File: config.mk
export PLATFORM = sky130hd
export DESIGN_NAME = fetch_unit
export DESIGN_NICKNAME = d
export VERILOG_FILES = /design/src/rtl/fetch_unit_pkg.sv /design/src/rtl/fetch_unit_next_pc.sv /design/src/rtl/fetch_unit.sv
export SDC_FILE = /design/constraint.sdc
export NUM_CORES = 1
export LEC_CHECK = 0
export BUFFER_PORTS_ARGS = -buffer_cell sky130_fd_sc_hd__buf_2
export CELL_PAD_IN_SITES_DETAIL_PLACEMENT = 1
export CELL_PAD_IN_SITES_GLOBAL_PLACEMENT = 1
export CORE_MARGIN = 1.5
export CORE_UTILIZATION = 34
export CTS_BUF_LIST = sky130_fd_sc_hd__clkbuf_2
export CTS_CLUSTER_SIZE = 8
export DETAILED_ROUTE_END_ITERATION = 10
export PLACE_DENSITY = 0.89
export SLEW_MARGIN = 15
export SYNTH_ARGS = -nofsm -noshare
export SYNTH_HDL_FRONTEND = slang
export SYNTH_SLANG_ARGS = --single-unit
File: constraint.sdc
create_clock -name clk -period 3.3 [get_ports clk]
set_clock_uncertainty 0.05 [all_clocks]
set_input_delay 0 -clock clk [delete_from_list [all_inputs] [get_ports clk]]
set_output_delay 0 -clock clk [all_outputs]
set_load 0.01 [all_outputs]
File: src/rtl/fetch_unit_pkg.sv
// Shared fetch-stage definitions: word width, FSM encoding, NOP and MIPS field positions.
// Field positions are also used by the main controller when decoding inst.
package fetch_unit_pkg;

  localparam int WORD_WIDTH = 32;

  typedef enum logic [1:0] {
    IDLE  = 2'd0,
    FETCH = 2'd1,
    EXEC  = 2'd2
  } fetch_state_t;

  localparam logic [WORD_WIDTH-1:0] NOP_INST = 32'h0000_0000;

  localparam int OPCODE_MSB = 31;
  localparam int OPCODE_LSB = 26;
  localparam int RS_MSB     = 25;
  localparam int RS_LSB     = 21;
  localparam int RT_MSB     = 20;
  localparam int RT_LSB     = 16;
  localparam int RD_MSB     = 15;
  localparam int RD_LSB     = 11;
  localparam int FUNCT_MSB  = 5;
  localparam int FUNCT_LSB  = 0;
  localparam int IMM_MSB    = 15;
  localparam int IMM_LSB    = 0;
  localparam int TARGET_MSB = 25;
  localparam int TARGET_LSB = 0;

  // Sign-extended, word-scaled branch displacement relative to pc+4.
  function automatic logic [WORD_WIDTH-1:0] branch_offset(input logic [WORD_WIDTH-1:0] inst);
    return {{14{inst[IMM_MSB]}}, inst[IMM_MSB:IMM_LSB], 2'b00};
  endfunction

endpackage

File: src/rtl/fetch_unit_next_pc.sv
// Combinational next-PC selection for the executing instruction.
// Priority jr > jump > taken branch > sequential; all sums wrap modulo 2^32.
module next_pc_logic (
  input  logic [31:0] pc_plus4,
  input  logic [31:0] inst,
  input  logic        pc_src,
  input  logic        jump,
  input  logic        jr,
  input  logic [31:0] jr_target,
  output logic [31:0] next_pc
);
  import fetch_unit_pkg::*;

  logic [WORD_WIDTH-1:0] jump_target;
  logic [WORD_WIDTH-1:0] branch_target;
  logic                  unused_opcode;

  assign jump_target   = {pc_plus4[31:28], inst[TARGET_MSB:TARGET_LSB], 2'b00};
  assign branch_target = pc_plus4 + branch_offset(inst);
  assign unused_opcode = ^inst[OPCODE_MSB:OPCODE_LSB];

  always_comb begin
    next_pc = pc_plus4;
    if (jr) begin
      next_pc = jr_target;
    end else if (jump) begin
      next_pc = jump_target;
    end else if (pc_src) begin
      next_pc = branch_target;
    end
  end

endmodule

File: src/rtl/fetch_unit.sv
// Instruction fetch stage: owns the PC, fetches over a req/ack handshake, holds inst for execute.
// At least 2 cycles per instruction; waits in FETCH for ack and in EXEC while exec_stall is high.
module fetch_unit #(
  parameter logic [31:0] RESET_PC   = 32'h0000_0000,
  parameter int          WORD_WIDTH = 32
) (
  input  logic                  clk,
  input  logic                  nrst,
  output logic                  imem_req,
  output logic [WORD_WIDTH-1:0] imem_addr,
  input  logic                  imem_ack,
  input  logic [WORD_WIDTH-1:0] imem_rdata,
  output logic [WORD_WIDTH-1:0] inst,
  output logic                  inst_valid,
  output logic [WORD_WIDTH-1:0] pc,
  output logic [WORD_WIDTH-1:0] pc_plus4,
  input  logic                  pc_src,
  input  logic                  jump,
  input  logic                  jr,
  input  logic [WORD_WIDTH-1:0] jr_target,
  input  logic                  exec_stall,
  output logic [WORD_WIDTH-1:0] retired_count
);
  import fetch_unit_pkg::*;

  fetch_state_t          state;
  fetch_state_t          state_nxt;
  logic                  inst_load;
  logic                  retire;
  logic [WORD_WIDTH-1:0] next_pc;

  assign imem_addr = pc;
  assign pc_plus4  = pc + WORD_WIDTH'(4);

  always_ff @(posedge clk) begin
    if (!nrst) begin
      state <= IDLE;
    end else begin
      state <= state_nxt;
    end
  end

  always_comb begin
    state_nxt  = state;
    inst_load  = 1'b0;
    retire     = 1'b0;
    imem_req   = 1'b0;
    inst_valid = 1'b0;
    case (state)
      IDLE: begin
        state_nxt = FETCH;
      end
      FETCH: begin
        imem_req = 1'b1;
        if (imem_ack) begin
          inst_load = 1'b1;
          state_nxt = EXEC;
        end
      end
      EXEC: begin
        inst_valid = 1'b1;
        if (!exec_stall) begin
          retire    = 1'b1;
          state_nxt = FETCH;
        end
      end
      default: begin
        state_nxt = IDLE;
      end
    endcase
  end

  // Control inputs only reach architectural state through retire, so they are inert outside EXEC.
  always_ff @(posedge clk) begin
    if (!nrst) begin
      pc            <= RESET_PC;
      inst          <= NOP_INST;
      retired_count <= '0;
    end else begin
      if (inst_load) begin
        inst <= imem_rdata;
      end
      if (retire) begin
        pc            <= next_pc;
        retired_count <= retired_count + WORD_WIDTH'(1);
      end
    end
  end

  next_pc_logic u_next_pc (
    .pc_plus4  (pc_plus4),
    .inst      (inst),
    .pc_src    (pc_src),
    .jump      (jump),
    .jr        (jr),
    .jr_target (jr_target),
    .next_pc   (next_pc)
  );

endmodule

# ---- Word level (Yosys, flattened, before mapping)
# Index checks and enable logic that the tools add are counted.
# W data, S select, Z words.
dict set report totals {
  in_bits 71
  reg_bits 98
  out_inout_bits 162
}
dict set report classes {
  muxes 12
  n_reduce_logical 2
  addsub 3
  n_eq_ne 4
}
# cell n
set ops {}
lappend ops {{$mux W32} 3}
lappend ops {{$add A32 B1 Y32 const B} 1}
lappend ops {{$add A32 B3 Y32 const B} 1}
lappend ops {{$add A32 B32 Y32} 1}
lappend ops {{$mux W1} 6}
lappend ops {{$pmux W2 S3} 1}
lappend ops {{$mux W2} 2}
lappend ops {{$ne A2 B2 Y1 const B} 2}
lappend ops {{$eq A2 B1 Y1 const B} 1}
lappend ops {{$eq A2 B2 Y1 const B} 1}
lappend ops {{$logic_not A2 Y1} 1}
lappend ops {{$reduce_and A2 Y1} 1}

# ---- Longest topological paths before layout
dict set report depth {
  depth_word 5
  depth_mapped 15
  mapped_depth_nobuf 15
}

# ---- Hierarchy
# From an unflattened synthesis, not the netlist that was laid out.
dict set report hier_totals {
  cells_unflattened 957
  hier_area_um2 7059.3
}
# mod area_each_um2 n_inst cells_each
set by_module_without_submodules {}
lappend by_module_without_submodules {fetch_unit 4610.7 1 590}
lappend by_module_without_submodules {next_pc_logic 2448.6 1 367}

# ---- Worst setup path before layout
# No wires, ideal clock.
dict set report synth_timing {
  path_type {register to register}
  startpoint {reg pc[4] (netlist: imem_addr[4])}
  endpoint {reg pc[29] (netlist: imem_addr[29])}
  path_buffers 0
  arrival_time_ps 3593
  stages_incl_launch_ff 15
  path_slack_ps -430
  required_time_ps 3163
  path_cell_list {dfxtp_1 nand3_1 or4_1 or3_1 nor2_1 xor2_1 ha_1 a21o_1 a21oi_1 o211ai_1 nor4_1 nor2_1 xnor2_1 o211a_1 o31ai_1}
}
dict set report synth_via {
  elab_chain_len 5
}
# element line
set synth_rtl {}
lappend synth_rtl {{from (decl)} fetch_unit.sv:15} ;# output logic [WORD_WIDTH-1:0] pc,
lappend synth_rtl {{from (signal assigned)} fetch_unit.sv:84} ;# pc <= next_pc;
lappend synth_rtl {{$add A32 B3 Y32} fetch_unit.sv:33} ;# assign pc_plus4 = pc + WORD_WIDTH'(4);
lappend synth_rtl {{net pc_plus4[27]} fetch_unit.sv:16} ;# output logic [WORD_WIDTH-1:0] pc_plus4,
lappend synth_rtl {{$add A32 B32 Y32} fetch_unit_next_pc.sv:19} ;# assign branch_target = pc_plus4 + branch_offset(inst);
lappend synth_rtl {{$mux W32} fetch_unit_next_pc.sv:28} ;# end else if (pc_src) begin
lappend synth_rtl {{$mux W32} fetch_unit_next_pc.sv:26} ;# end else if (jump) begin
lappend synth_rtl {{$mux W32} fetch_unit_next_pc.sv:24} ;# if (jr) begin
# The timed path passes the listed nets, and every way through them passes these cells.
# A chain may end at the register's enable or synchronous reset.

# ---- Worst setup path in the final report
dict set report layout_timing {
  startpoint {reg pc[10] (netlist: imem_addr[10])}
  endpoint {reg pc[29] (netlist: imem_addr[29])}
}
dict set report layout_via {
  elab_chain_len 5
}
# element line
set layout_rtl {}
lappend layout_rtl {{$add A32 B3 Y32 *} fetch_unit.sv:33}
lappend layout_rtl {{$add A32 B32 Y32} fetch_unit_next_pc.sv:19}
lappend layout_rtl {{$mux W32} fetch_unit_next_pc.sv:28}
lappend layout_rtl {{$mux W32 *} fetch_unit_next_pc.sv:26}
lappend layout_rtl {{$mux W32 *} fetch_unit_next_pc.sv:24}
# Mark *: on every way between the ends. The rest lies on a longest branch, timed or not.

==> results_dict.tcl <==
set metrics [dict create \
    routedWlPerCell_um 24.23 \
    synth.cell_area_um2 7002 \
    final_common_cell "buf_2" \
    pwr-share-seq 0.471 \
    layout_common_cells "buf_2, buf_4, nand2_1" \
    startpoint "imem_addr[10]$_SDFFE_PN0P_" \
    worstPathArrival_ns 4.39 \
    min_period_ns 3.781 \
    status "complete, but fails checks" \
    seq_area_frac_synth 0.2802 \
    ys_types 66 \
    finalSetupTns_ns -4.176 \
    ant_nets 0 \
    clock_power_share 0.259 \
    yosys_most_used_dff "dfxtp_1" \
    fp.dieW_um 146.5 \
    crit_path_start_kind "flip-flop" \
    clock-sinks 98 \
    layout_setup_ws_ns -0.4808 \
    hold_viol_final 0 \
    slew_violations 0 \
    crit_path_cell_trace "nand4_1 > or4_4 > nor2_4 > nand2_2 > xnor2_2 > buf_4 > ha_2 > a21oi_1 > a21boi_1 > a311o_1 > buf_4 > nor4_4 > nor2_1 > xnor2_1 > o211a_1 > o31ai_1" \
    die_h_um 146.5 \
    ir_drop_mv 0.1621 \
    area_growth_pct 65.62 \
    rows 52 \
    wl_mm 41.00 \
    setup_viol 18 \
    netlist_instances 936 \
    cts_tree "built" \
    syn_avg_cell_area_um2 7.480 \
    wl_met1_mm 15.03 \
    drc 0 \
    first_pass_iters 7 \
    place_hpwl_mm 23.79 \
    design_area_um2 11600 \
    antenna_found_initial 5 \
    timing.hold.worst.start "exec_stall" \
    hp-class "in -> reg" \
    grt_pass1_wl_mm 58.13 \
    htreeDepth 3 \
    pre_cts_ws_ns -0.3958 \
    avgViaCountPerCell 5.819 \
    root_buffer "clkbuf_2" \
    holdWs_ns 0.08747 \
    numCtsBuffers 9 \
    synth_edf_count 0 \
    p_int_uw 1679 \
    async_flop_share 0 \
    p_comb_frac 0.270 \
    cp_slowest_stage_delay_ns 0.59 \
    wl_met3_mm 2.535 \
    drt_iter0_drc 545 \
    grt_start_max_net_pins 54 \
    ff2ff_setup_slack_ns -0.48 \
    leakage_uw 0.005466 \
    max_freq_ghz 0.2645 \
    place_area_um2 9369 \
    cap_violations 0 \
    path_max_fanout 3 \
    vias 9845 \
    fin_nets 1522 \
    grt_overflow 0 \
    worstMarginPinSlew_ns 0.8899 \
    finalWeightedCongestion 0.9957 \
    sw_frac_of_total 0.3696 \
    syn_nets 1045 \
    switching_power_uw 984.3 \
    crit_path_frequent_cell "buf_4" \
    slowest_stage "or4_4" \
    highest_layer "met5" \
    grt_usage 0.3486 \
    cts.clk_slew.worst_paths_ns 0.34 \
    clk_path_buf_depth 2 \
    start_util 0.3460 \
    endpoint_kind "flip-flop" \
    r2r_start "imem_addr[10]$_SDFFE_PN0P_" \
    portBuffers 232 \
    final_layout_size_suffix_gt1_frac 0.3752 \
    worst_skew_pair.late_latency_ns 0.74 \
    die_area_um2 21460 \
    synth_seq_cells 98 \
    grt_pass1_vias 10570 \
    ioPinCount 233 \
    violations "setup timing" \
    yosys_warnings 0 \
    rsz0062_at_grt "yes" \
    core_area_um2 20230 \
    critical_path_required_ns 3.90 \
    relSlewSlack 0.4045 \
    crit_type "reg -> reg" \
    wl_met2_mm 20.56 \
    p_per_area_nw_per_um2 229.7 \
    period_share 1.146 \
]
==> worst max-delay path, delay by kind of cell (launching register included) <==
| family | cells | cell delay (ns) |
|---|---|---|
| flip-flops | 1 | 0.42 |
| buffers and inverters | 2 | 0.32 |
| XOR/XNOR | 2 | 0.31 |
| AO/OA/AOI/OAI | 5 | 0.97 |
| AND/OR/NAND/NOR | 6 | 1.47 |
| adder cells (fa/ha/maj) | 1 | 0.20 |
==> layout make-up <==
type,count,area (um2)
flip-flops and latches,98,1993
repair buffers,546,3899
diodes,4,10.01
well taps,270,337.8
clock inverters,7,76.32
clock buffers,9,45.04
multi-input cells,744,5182
fillers,2478,8638
inverters,14,52.55
==> metrics by stage <==
stage	utilization	total power [uW]	cells
2_1_floorplan	-	1533	936
3_3_place_gp	0.4630	1763	1504
3_5_place_dp	0.4630	1783	1504
4_1_cts	0.5552	2580	1677
5_1_grt	0.5731	2759	1692
6_report	0.5731	2663	1692
==> synthesized netlist by cell type (4+ instances only) <==
cell	n	area (um2)
or4_1	5	37.54
nand3b_1	5	37.54
xor2_1	40	350.3
a221oi_1	5	43.79
nand3_1	30	150.1
clkbuf_1	44	165.2
and3_1	18	112.6
nand4_1	19	118.9
nor3_1	10	50.05
a211oi_1	6	45.04
o211ai_1	16	120.1
nand2_1	151	566.8
nor2_1	75	281.5
dfxtp_1	98	1962
mux2i_1	8	80.08
a21boi_0	4	30.03
o31ai_1	7	52.55
o21a_1	5	37.54
xnor2_1	33	289.0
inv_1	14	52.55
a21o_1	24	180.2
and2_1	9	56.30
o21ai_0	51	255.2
o22ai_1	4	25.02
a21oi_1	100	500.5
nor4_1	6	37.54
a31oi_1	9	56.30
ha_1	37	462.9
buf_4	34	255.2
and4_1	7	61.31
nor2b_1	4	25.02
or3_1	8	50.05
==> worst paths after layout <==
path	endpoint	cells past startpoint
max	imem_addr[29]$_SDFFE_PN0P_	16
min reg2reg	inst[27]$_SDFFE_PN0P_	2
max reg2reg	imem_addr[29]$_SDFFE_PN0P_	16
min	state[1]$_SDFFE_PN0P_	4
==> what timing repair did <==
action                                  4_1_cts  5_1_grt
endpoints found under the setup margin       18       21
pin swaps                                    24       39
buffers inserted                             13       12
gates cloned                                  0        0
gates resized for setup                      41       50
hold endpoints to repair                     83        0
hold buffers                                144        0
==> power groups by stage <==
stage	clock network, uW	logic, uW	registers, uW
floorplan	0	250	1280
global placement	0	498	1270
detailed placement	0	515	1270
CTS	684	647	1250
global route	746	755	1260
finish	690	719	1250
==> metal layers <==
layer / vias up / track usage
li1: 4264 / -
met1: 4798 / 0.3675
met2: 554 / 0.6382
met3: 227 / 0.06375
met4: 2 / 0.2192
met5: - / 0
==> logic make-up (layout without fill, tap and decap cells) <==
group           after synthesis  in the layout  share of synthesized area
flops                        98             98                     0.2802
mux                           9              9                    0.01305
fa+ha+maj                    38             38                    0.06898
xor+xnor                     73             73                    0.09132
compound gates              259            259                     0.2278
simple gates                365            365                     0.2489
buf+inv                      94            576                    0.06969
other cells                   0              4                          0
==> state kept, by name (all words and copies together) (netlist names) <==
name	cells
retired_count	32
imem_addr	32
state	2
inst	32
Note: power is estimated with default switching activity, not from simulation.
